==> src/rtl/alu_op_sequencer.sv <==
// Command sequencer driving the 8-bit ALU: decodes one op per handshake, captures outputVal, returns it.
// Optional overflow reporting in rsp_err is compiled in with ALU_SEQ_OVF_CHECK_EN.
module alu_op_sequencer #(
  parameter int WIDTH = 8,
  parameter int CNT_W = 8
) (
  input  logic             clk,
  input  logic             rst,
  input  logic             cmd_valid,
  output logic             cmd_ready,
  input  logic [2:0]       cmd_op,
  input  logic [WIDTH-1:0] cmd_a,
  input  logic [WIDTH-1:0] cmd_b,
  input  logic             cmd_chain,
  output logic             rsp_valid,
  input  logic             rsp_ready,
  output logic [WIDTH-1:0] rsp_data,
  output logic             rsp_err,
  output logic [2:0]       in_selector,
  output logic [WIDTH-1:0] num1,
  output logic [WIDTH-1:0] num2,
  output logic [6:0]       out_selector,
  input  logic [WIDTH-1:0] alu_result,
  output logic [CNT_W-1:0] done_cnt
);

  typedef enum logic [1:0] {IDLE, ISSUE, CAPTURE, RESP} stateT;

  stateT            stateReg, stateNext;
  logic [2:0]       opReg;
  logic [WIDTH-1:0] aReg, bReg, accReg, dataReg;
  logic             errReg;
  logic [CNT_W-1:0] doneCnt;
  logic             ovf;

`ifdef ALU_SEQ_OVF_CHECK_EN
  logic [WIDTH:0]     sumExt;
  logic [2*WIDTH-1:0] prodExt;

  always_comb begin
    sumExt  = {1'b0, aReg} + {1'b0, bReg};
    prodExt = {{WIDTH{1'b0}}, aReg} * {{WIDTH{1'b0}}, bReg};
    ovf     = 1'b0;
    case (opReg)
      3'd4:    ovf = sumExt[WIDTH];
      3'd5:    ovf = (aReg < bReg);
      3'd6:    ovf = |prodExt[2*WIDTH-1:WIDTH];
      default: ovf = 1'b0;
    endcase
  end
`else
  assign ovf = 1'b0;
`endif

  always_ff @(posedge clk or posedge rst) begin
    if (rst) begin
      stateReg <= IDLE;
      opReg    <= '0;
      aReg     <= '0;
      bReg     <= '0;
      accReg   <= '0;
      dataReg  <= '0;
      errReg   <= 1'b0;
      doneCnt  <= '0;
    end else begin
      stateReg <= stateNext;
      case (stateReg)
        IDLE: begin
          if (cmd_valid) begin
            opReg <= cmd_op;
            aReg  <= cmd_chain ? accReg : cmd_a;
            bReg  <= cmd_b;
            // Reserved op skips the ALU entirely; accumulator is left alone.
            if (cmd_op == 3'd7) begin
              dataReg <= '0;
              errReg  <= 1'b1;
            end
          end
        end
        CAPTURE: begin
          dataReg <= alu_result;
          accReg  <= alu_result;
          errReg  <= ovf;
        end
        RESP: begin
          if (rsp_ready) doneCnt <= doneCnt + {{(CNT_W-1){1'b0}}, 1'b1};
        end
        default: ;
      endcase
    end
  end

  always_comb begin
    stateNext    = stateReg;
    in_selector  = 3'b001;
    num1         = '0;
    num2         = '0;
    out_selector = 7'b1000000;
    case (stateReg)
      IDLE: begin
        if (cmd_valid) stateNext = (cmd_op == 3'd7) ? RESP : ISSUE;
      end
      ISSUE: begin
        in_selector  = 3'b010;
        num1         = aReg;
        num2         = bReg;
        out_selector = 7'b1000000 >> opReg;
        stateNext    = CAPTURE;
      end
      CAPTURE: begin
        out_selector = 7'b1000000 >> opReg;
        stateNext    = RESP;
      end
      RESP: begin
        if (rsp_ready) stateNext = IDLE;
      end
      default: stateNext = IDLE;
    endcase
  end

  assign cmd_ready = (stateReg == IDLE);
  assign rsp_valid = (stateReg == RESP);
  assign rsp_data  = dataReg;
  assign rsp_err   = errReg;
  assign done_cnt  = doneCnt;

endmodule

==> config.mk <==
export PLATFORM = sky130hd
export DESIGN_NAME = alu_op_sequencer
export DESIGN_NICKNAME = d
export VERILOG_FILES = /design/src/rtl/alu_op_sequencer.sv
export SDC_FILE = /design/constraint.sdc
export NUM_CORES = 1
export LEC_CHECK = 0
export ABC_AREA = 0
export ABC_CLOCK_PERIOD_IN_PS = 1600
export BUFFER_PORTS_ARGS = -buffer_cell sky130_fd_sc_hd__buf_2
export CORE_ASPECT_RATIO = 0.75
export CORE_MARGIN = 2
export CORE_UTILIZATION = 39
export CTS_CLUSTER_DIAMETER = 100
export DETAILED_ROUTE_END_ITERATION = 10
export PLACE_DENSITY = 0.62
export SYNTH_ARGS = -nofsm -noshare
export SYNTH_HDL_FRONTEND = slang
export SYNTH_SLANG_ARGS = --single-unit
==> constraint.sdc <==
create_clock -name clk -period 1.6 [get_ports clk]
set_input_delay 0 -clock clk [delete_from_list [all_inputs] [get_ports clk]]
set_output_delay 0 -clock clk [all_outputs]
set_load 0.01 [all_outputs]
Yosys cells after proc, flatten, opt, wreduce, memory -nomap -nowiden --
Cells that the tools add are included.
Storage, ports and cells: flip-flop bits (word level) 46, word-level logic and storage cells 39
Operators by class: add/sub/neg operators 1, eq/ne operators 7, shift operators 1, multiplexer cells 15, reduce and logical (&&, ||, !) cells 7
Operator list (count):
- $mux W8 | 5
- $pmux W8 S2 | 1
- $add A8 B1 Y8 const B | 1
- $mux W2 | 4
- $pmux W2 S4 | 1
- $mux W7 | 1
- $shr A7 B3 Y7 const A | 1
- $reduce_and A2 Y1 | 3
- $eq A2 B2 Y1 const B | 2
- $ne A2 B1 Y1 const B | 2
- $eq A3 B3 Y1 const B | 1
- $reduce_and A3 Y1 | 1
- $eq A2 B1 Y1 const B | 1
- $logic_not A2 Y1 | 1
- $mux W1 | 2
- $ne A2 B2 Y1 const B | 1
- $pmux W1 S2 | 1
- $reduce_bool A2 Y1 | 1
- $reduce_or A2 Y1 | 1

Logic depth before layout (Yosys ltp) --
word-level depth 4, mapped depth 6, gate-level depth less buffers 5

Least setup slack after synthesis --
No wires, ideal clock.
kind reg2reg, start register stateReg[0], end register bReg[4], setup time 125 ps, arrival 1377 ps, data required time 1475 ps, setup slack 98 ps, stages on the path, launching flop included 6, path buffers 1, period minus slack after synthesis 1502 ps, path through dfrtp_1 inv_1 ha_1 nand2_4 buf_6 mux2_4
On the way: longest elaborated chain between the ends 2
RTL lines:
- from (decl) | line 29 | stateT stateReg, stateNext;
- from (signal assigned) | line 66 | stateReg <= stateNext;
- $logic_not A2 Y1
- net cmd_ready | line 10 | output logic cmd_ready,
- $reduce_and A2 Y1 (no line)
- to (signal assigned) | line 72 | bReg <= cmd_b;
- to (decl) | line 31 | logic [WIDTH-1:0] aReg, bReg, accReg, dataReg;
The timed path passes the listed nets, and every way through them passes these cells. A chain may end at the register's enable or synchronous reset.

Final worst setup path --
start register stateReg[0], end register dataReg[1], in the netlist rsp_data[1]
On the way: longest elaborated chain between the ends 3, elaborated cells between the ends (all ways) 7, classes of those cells 3 x eq/ne; 1 x mux; 3 x reduce/logical
RTL lines:
- $logic_not A2 Y1 / $eq A2 B2 Y1 (equally long branches) | line 67 | case (stateReg)
- $ne A2 B1 Y1 (no line) (tied with other cells)
- $reduce_and A3 Y1 (no line)
- to (signal assigned) | line 81 | dataReg <= alu_result;
- to (decl) | line 31
Several ways; a longest one is shown, not always the timed one.

==> impl_metrics.xml <==
<?xml version="1.0" encoding="UTF-8"?>
<metrics>
  <group name="logic_synthesis">
    <metric name="synth_seq_cells" unit="">46</metric>
    <metric name="seq_area_frac_synth" unit="%">52.6</metric>
    <metric name="synth_area" unit="um2">2190</metric>
    <metric name="synth_ff_type" unit="">dfrtp_1</metric>
    <metric name="synth_enable_flop_cells" unit="">0</metric>
    <metric name="fraction_of_registers_with_async_set_or_reset_after_synthesis" unit="%">100</metric>
    <metric name="syn-instance-count" unit="">200</metric>
    <metric name="yosys.cell_types.count" unit="">28</metric>
    <metric name="yosys_warnings" unit="">0</metric>
    <metric name="syn_avg_cell_area" unit="um2">10.9</metric>
    <metric name="syn_nets" unit="">239</metric>
  </group>
  <group name="sta">
    <metric name="slew_headroom" unit="%">61.6</metric>
    <metric name="hold_viol_final" unit="">1</metric>
    <metric name="setup_viol" unit="">0</metric>
    <metric name="fmax" unit="MHz">670</metric>
    <metric name="timing_worst_slew_pin_value" unit="ns">0.577</metric>
    <metric name="totalNegativeSetupSlack" unit="ns">0</metric>
    <metric name="fin_worst_skew" unit="ns">0.00485</metric>
    <metric name="worst_hold_slack" unit="ns">-0.000360</metric>
    <metric name="min_period" unit="ns">1.49</metric>
    <metric name="slew_violations" unit="">0</metric>
    <metric name="grt_setup_unrepaired" unit="">no</metric>
    <metric name="fin_crit_sh" unit="%">93.3</metric>
  </group>
  <group name="power_and_ir_drop">
    <metric name="power_density_over_cell_area" unit="nW/um2">1620</metric>
    <metric name="power.switching" unit="W">0.00179</metric>
    <metric name="power.ir.vdd_worst" unit="mV">0.712</metric>
    <metric name="leakagePower" unit="nW">1.60</metric>
    <metric name="p_clk_share" unit="%">13.8</metric>
    <metric name="pwr-share-seq" unit="%">39.8</metric>
    <metric name="internal_pwr_total" unit="W">0.00306</metric>
    <metric name="power.share.switching" unit="%">37.0</metric>
    <metric name="pwr-share-comb" unit="%">46.4</metric>
  </group>
  <group name="drt">
    <metric name="drt_pass1_iterations" unit="">4</metric>
    <metric name="routed_wl" unit="mm">4.59</metric>
    <metric name="avgRoutedWirePerCell" unit="um">12.1</metric>
    <metric name="antenna_violating_nets_post_route" unit="">0</metric>
    <metric name="drt_drc_violations_left" unit="">0</metric>
    <metric name="initial_detailed_routing_violation_count" unit="">70</metric>
    <metric name="route.vias.total" unit="">1703</metric>
    <metric name="avgViaCountPerCell" unit="">4.49</metric>
  </group>
  <group name="floorplanning">
    <metric name="die_height" unit="um">68.9</metric>
    <metric name="floorplan.io_pins" unit="">77</metric>
    <metric name="core" unit="um2">5380</metric>
    <metric name="initial_core_utilization" unit="%">40.7</metric>
    <metric name="std_cell_rows" unit="">23</metric>
    <metric name="die_width" unit="um">90.5</metric>
    <metric name="die_area" unit="um2">6240</metric>
  </group>
  <group name="finish">
    <metric name="final_cell_area" unit="um2">3000</metric>
    <metric name="mostFrequentLayoutCell" unit="">buf_2</metric>
    <metric name="synth_to_layout_area_growth" unit="%">36.9</metric>
    <metric name="drive_above_1_share" unit="%">35.5</metric>
    <metric name="fin_nets" unit="">343</metric>
    <metric name="antenna_cells_inserted" unit="">0</metric>
    <metric name="final.fill_count" unit="">511</metric>
    <metric name="final_cell_mix" unit="">76 x buf_2, 46 x dfrtp_1, 22 x dlygate4sd3_1</metric>
  </group>
  <group name="clock_tree">
    <metric name="clk_transition_reported_paths" unit="ns">0.08</metric>
    <metric name="clock_tree.root_cell" unit="">clkbuf_8</metric>
    <metric name="cts-buffers-inserted" unit="">5</metric>
    <metric name="tritoncts" unit="">yes</metric>
    <metric name="cts_sinks" unit="">46</metric>
    <metric name="cts_htree_levels" unit="">2</metric>
    <metric name="ctsLongestPathBuffers" unit="">2</metric>
    <metric name="clkLatencyLatePin" unit="ns">0.30</metric>
  </group>
  <group name="place">
    <metric name="numPortBuffers" unit="">75</metric>
    <metric name="hpwlAfterDp" unit="mm">3.08</metric>
    <metric name="post_dp_cell_area" unit="um2">2640</metric>
    <metric name="place_congestion" unit="">0.785</metric>
  </group>
  <group name="global_route">
    <metric name="grt_pass1_wl" unit="mm">7.28</metric>
    <metric name="antenna_found_initial" unit="">0</metric>
    <metric name="gr-usage-all-layers" unit="%">15.1</metric>
    <metric name="grt_start_max_net_pins" unit="">47</metric>
    <metric name="gr-total-overflow" unit="">0</metric>
    <metric name="via_count_of_the_first_global_routing_pass" unit="">1579</metric>
  </group>
  <group name="setup_path">
    <metric name="critical_path_data_arrival_time" unit="ns">1.72</metric>
    <metric name="required" unit="ns">1.82</metric>
    <metric name="end_kind" unit="">register</metric>
    <metric name="critical_path.startpoint_type" unit="">register</metric>
    <metric name="worst-setup-path-type" unit="">reg -&gt; reg</metric>
    <metric name="critical_path_peak_fanout" unit="">5</metric>
    <metric name="reg2reg_slack" unit="ns">0.11</metric>
  </group>
  <group name="worst_hold_path">
    <metric name="worst_hold_class" unit="">in -&gt; reg</metric>
  </group>
  <group name="flow_run">
    <metric name="drv.max_cap_violation_count" unit="">0</metric>
  </group>
  <group name="run_status">
    <metric name="result_of_the_run" unit="">complete, but fails checks</metric>
    <metric name="failed_checks" unit="">negative hold slack</metric>
  </group>
</metrics>
==> path summary, 6_finish.rpt <==
check	cells past startpoint	from	end
min reg2reg	2	aReg[4]	aReg[4]
min	3	cmd_a[0]	aReg[0]
min in group asynchronous	4	rst	rsp_err
max in group asynchronous	4	rst	opReg[0]
max	7	stateReg[0]	rsp_data[1]
max reg2reg	7	stateReg[0]	rsp_data[1]
==> through the flow <==
step | worst slack, ns | instances | util (%) | total power (W)
3_5_place_dp | 0.0119 | 346 | 49.0 | 0.00399
4_1_cts | 0.00866 | 374 | 54.4 | 0.00472
5_1_grt | 0.0178 | 379 | 55.7 | 0.00524
6_report | 0.106 | 379 | 55.7 | 0.00485
3_3_place_gp | 0.0888 | 346 | 49.0 | 0.00397
2_1_floorplan | 0.0982 | 200 | - | 0.00332
==> Yosys cell counts (2+ instances only) <==
| cell | n | area share (%) |
|---|---|---|
| inv_1 | 23 | 3.9 |
| nor2_1 | 6 | 1.0 |
| o21ai_0 | 16 | 3.7 |
| and3_1 | 2 | 0.57 |
| buf_2 | 2 | 0.46 |
| and2_1 | 16 | 4.6 |
| mux2_2 | 8 | 4.1 |
| buf_6 | 2 | 1.0 |
| dfrtp_1 | 46 | 53 |
| nand2_1 | 21 | 3.6 |
| clkbuf_1 | 2 | 0.34 |
| xnor2_1 | 7 | 2.8 |
| ha_1 | 7 | 4.0 |
| mux2i_1 | 20 | 9.1 |
| nand2b_1 | 3 | 0.86 |
| and4_1 | 2 | 0.80 |
| nand4_1 | 3 | 0.86 |
| mux2_4 | 4 | 2.7 |
==> worst max-delay path, stage by stage (launching register included) <==
cell and delay, ns:
dfrtp_1 0.37, inv_2 0.08, ha_2 0.18, nor2b_1 0.13, a31oi_2 0.21, buf_4 0.15
buf_6 0.12, mux2i_1 0.18
==> state kept, by name, summed over array words and instances, names as in the netlist <==
signal	count
aReg	8
done_cnt	8
bReg	8
stateReg	2
accReg	8
rsp_err	1
rsp_data	8
opReg	3
==> power by group through the flow <==
stage	clock network [W]	registers (W)	logic, W
final	0.000669	0.00193	0.00225
after floorplan	0	0.00191	0.00141
after global placement	0	0.00194	0.00202
after detailed placement	0	0.00195	0.00205
after global routing	0.000744	0.00200	0.00249
after CTS	0.000687	0.00193	0.00210
==> what timing repair did <==
item	in CTS	in global routing
buffers inserted	0	3
endpoints found under the setup margin	21	26
hold buffers	21	1
endpoints found under the hold margin	74	1
resized for setup	2	8
cloned	0	1
==> kinds of logic after synthesis <==
group	Yosys count	synth area share, %
adder cells (fa/ha/maj)	7	4.00
multiplexers	32	16.0
XOR/XNOR	7	2.80
other	1	0.171
buffers and inverters	31	6.34
flip-flops	46	52.6
AO/OA/AOI/OAI	19	4.57
AND/OR/NAND/NOR	57	13.5
==> layer usage <==
| layer | share of wire, % | routed length (um) | track usage, % | up-vias |
|---|---|---|---|---|
| met5 | 0 | 0 | 0 | - |
| met4 | 0.98 | 45 | 4.62 | 0 |
| met3 | 6.5 | 300 | 5.76 | 7 |
| met2 | 44 | 2040 | 24.4 | 49 |
| met1 | 48 | 2210 | 19.2 | 790 |
| li1 | - | - | - | 857 |
==> area by class of cell <==
type	count	area (um2)	share of cell area, %
tap	75	93.8	3.13
inverter	23	86.3	2.88
sequential	46	1150	38.4
multi-input combinational	123	933	31.1
clock buffer	7	76.3	2.55
timing repair buffer	105	657	21.9
Power figures use the tool's default switching activity.
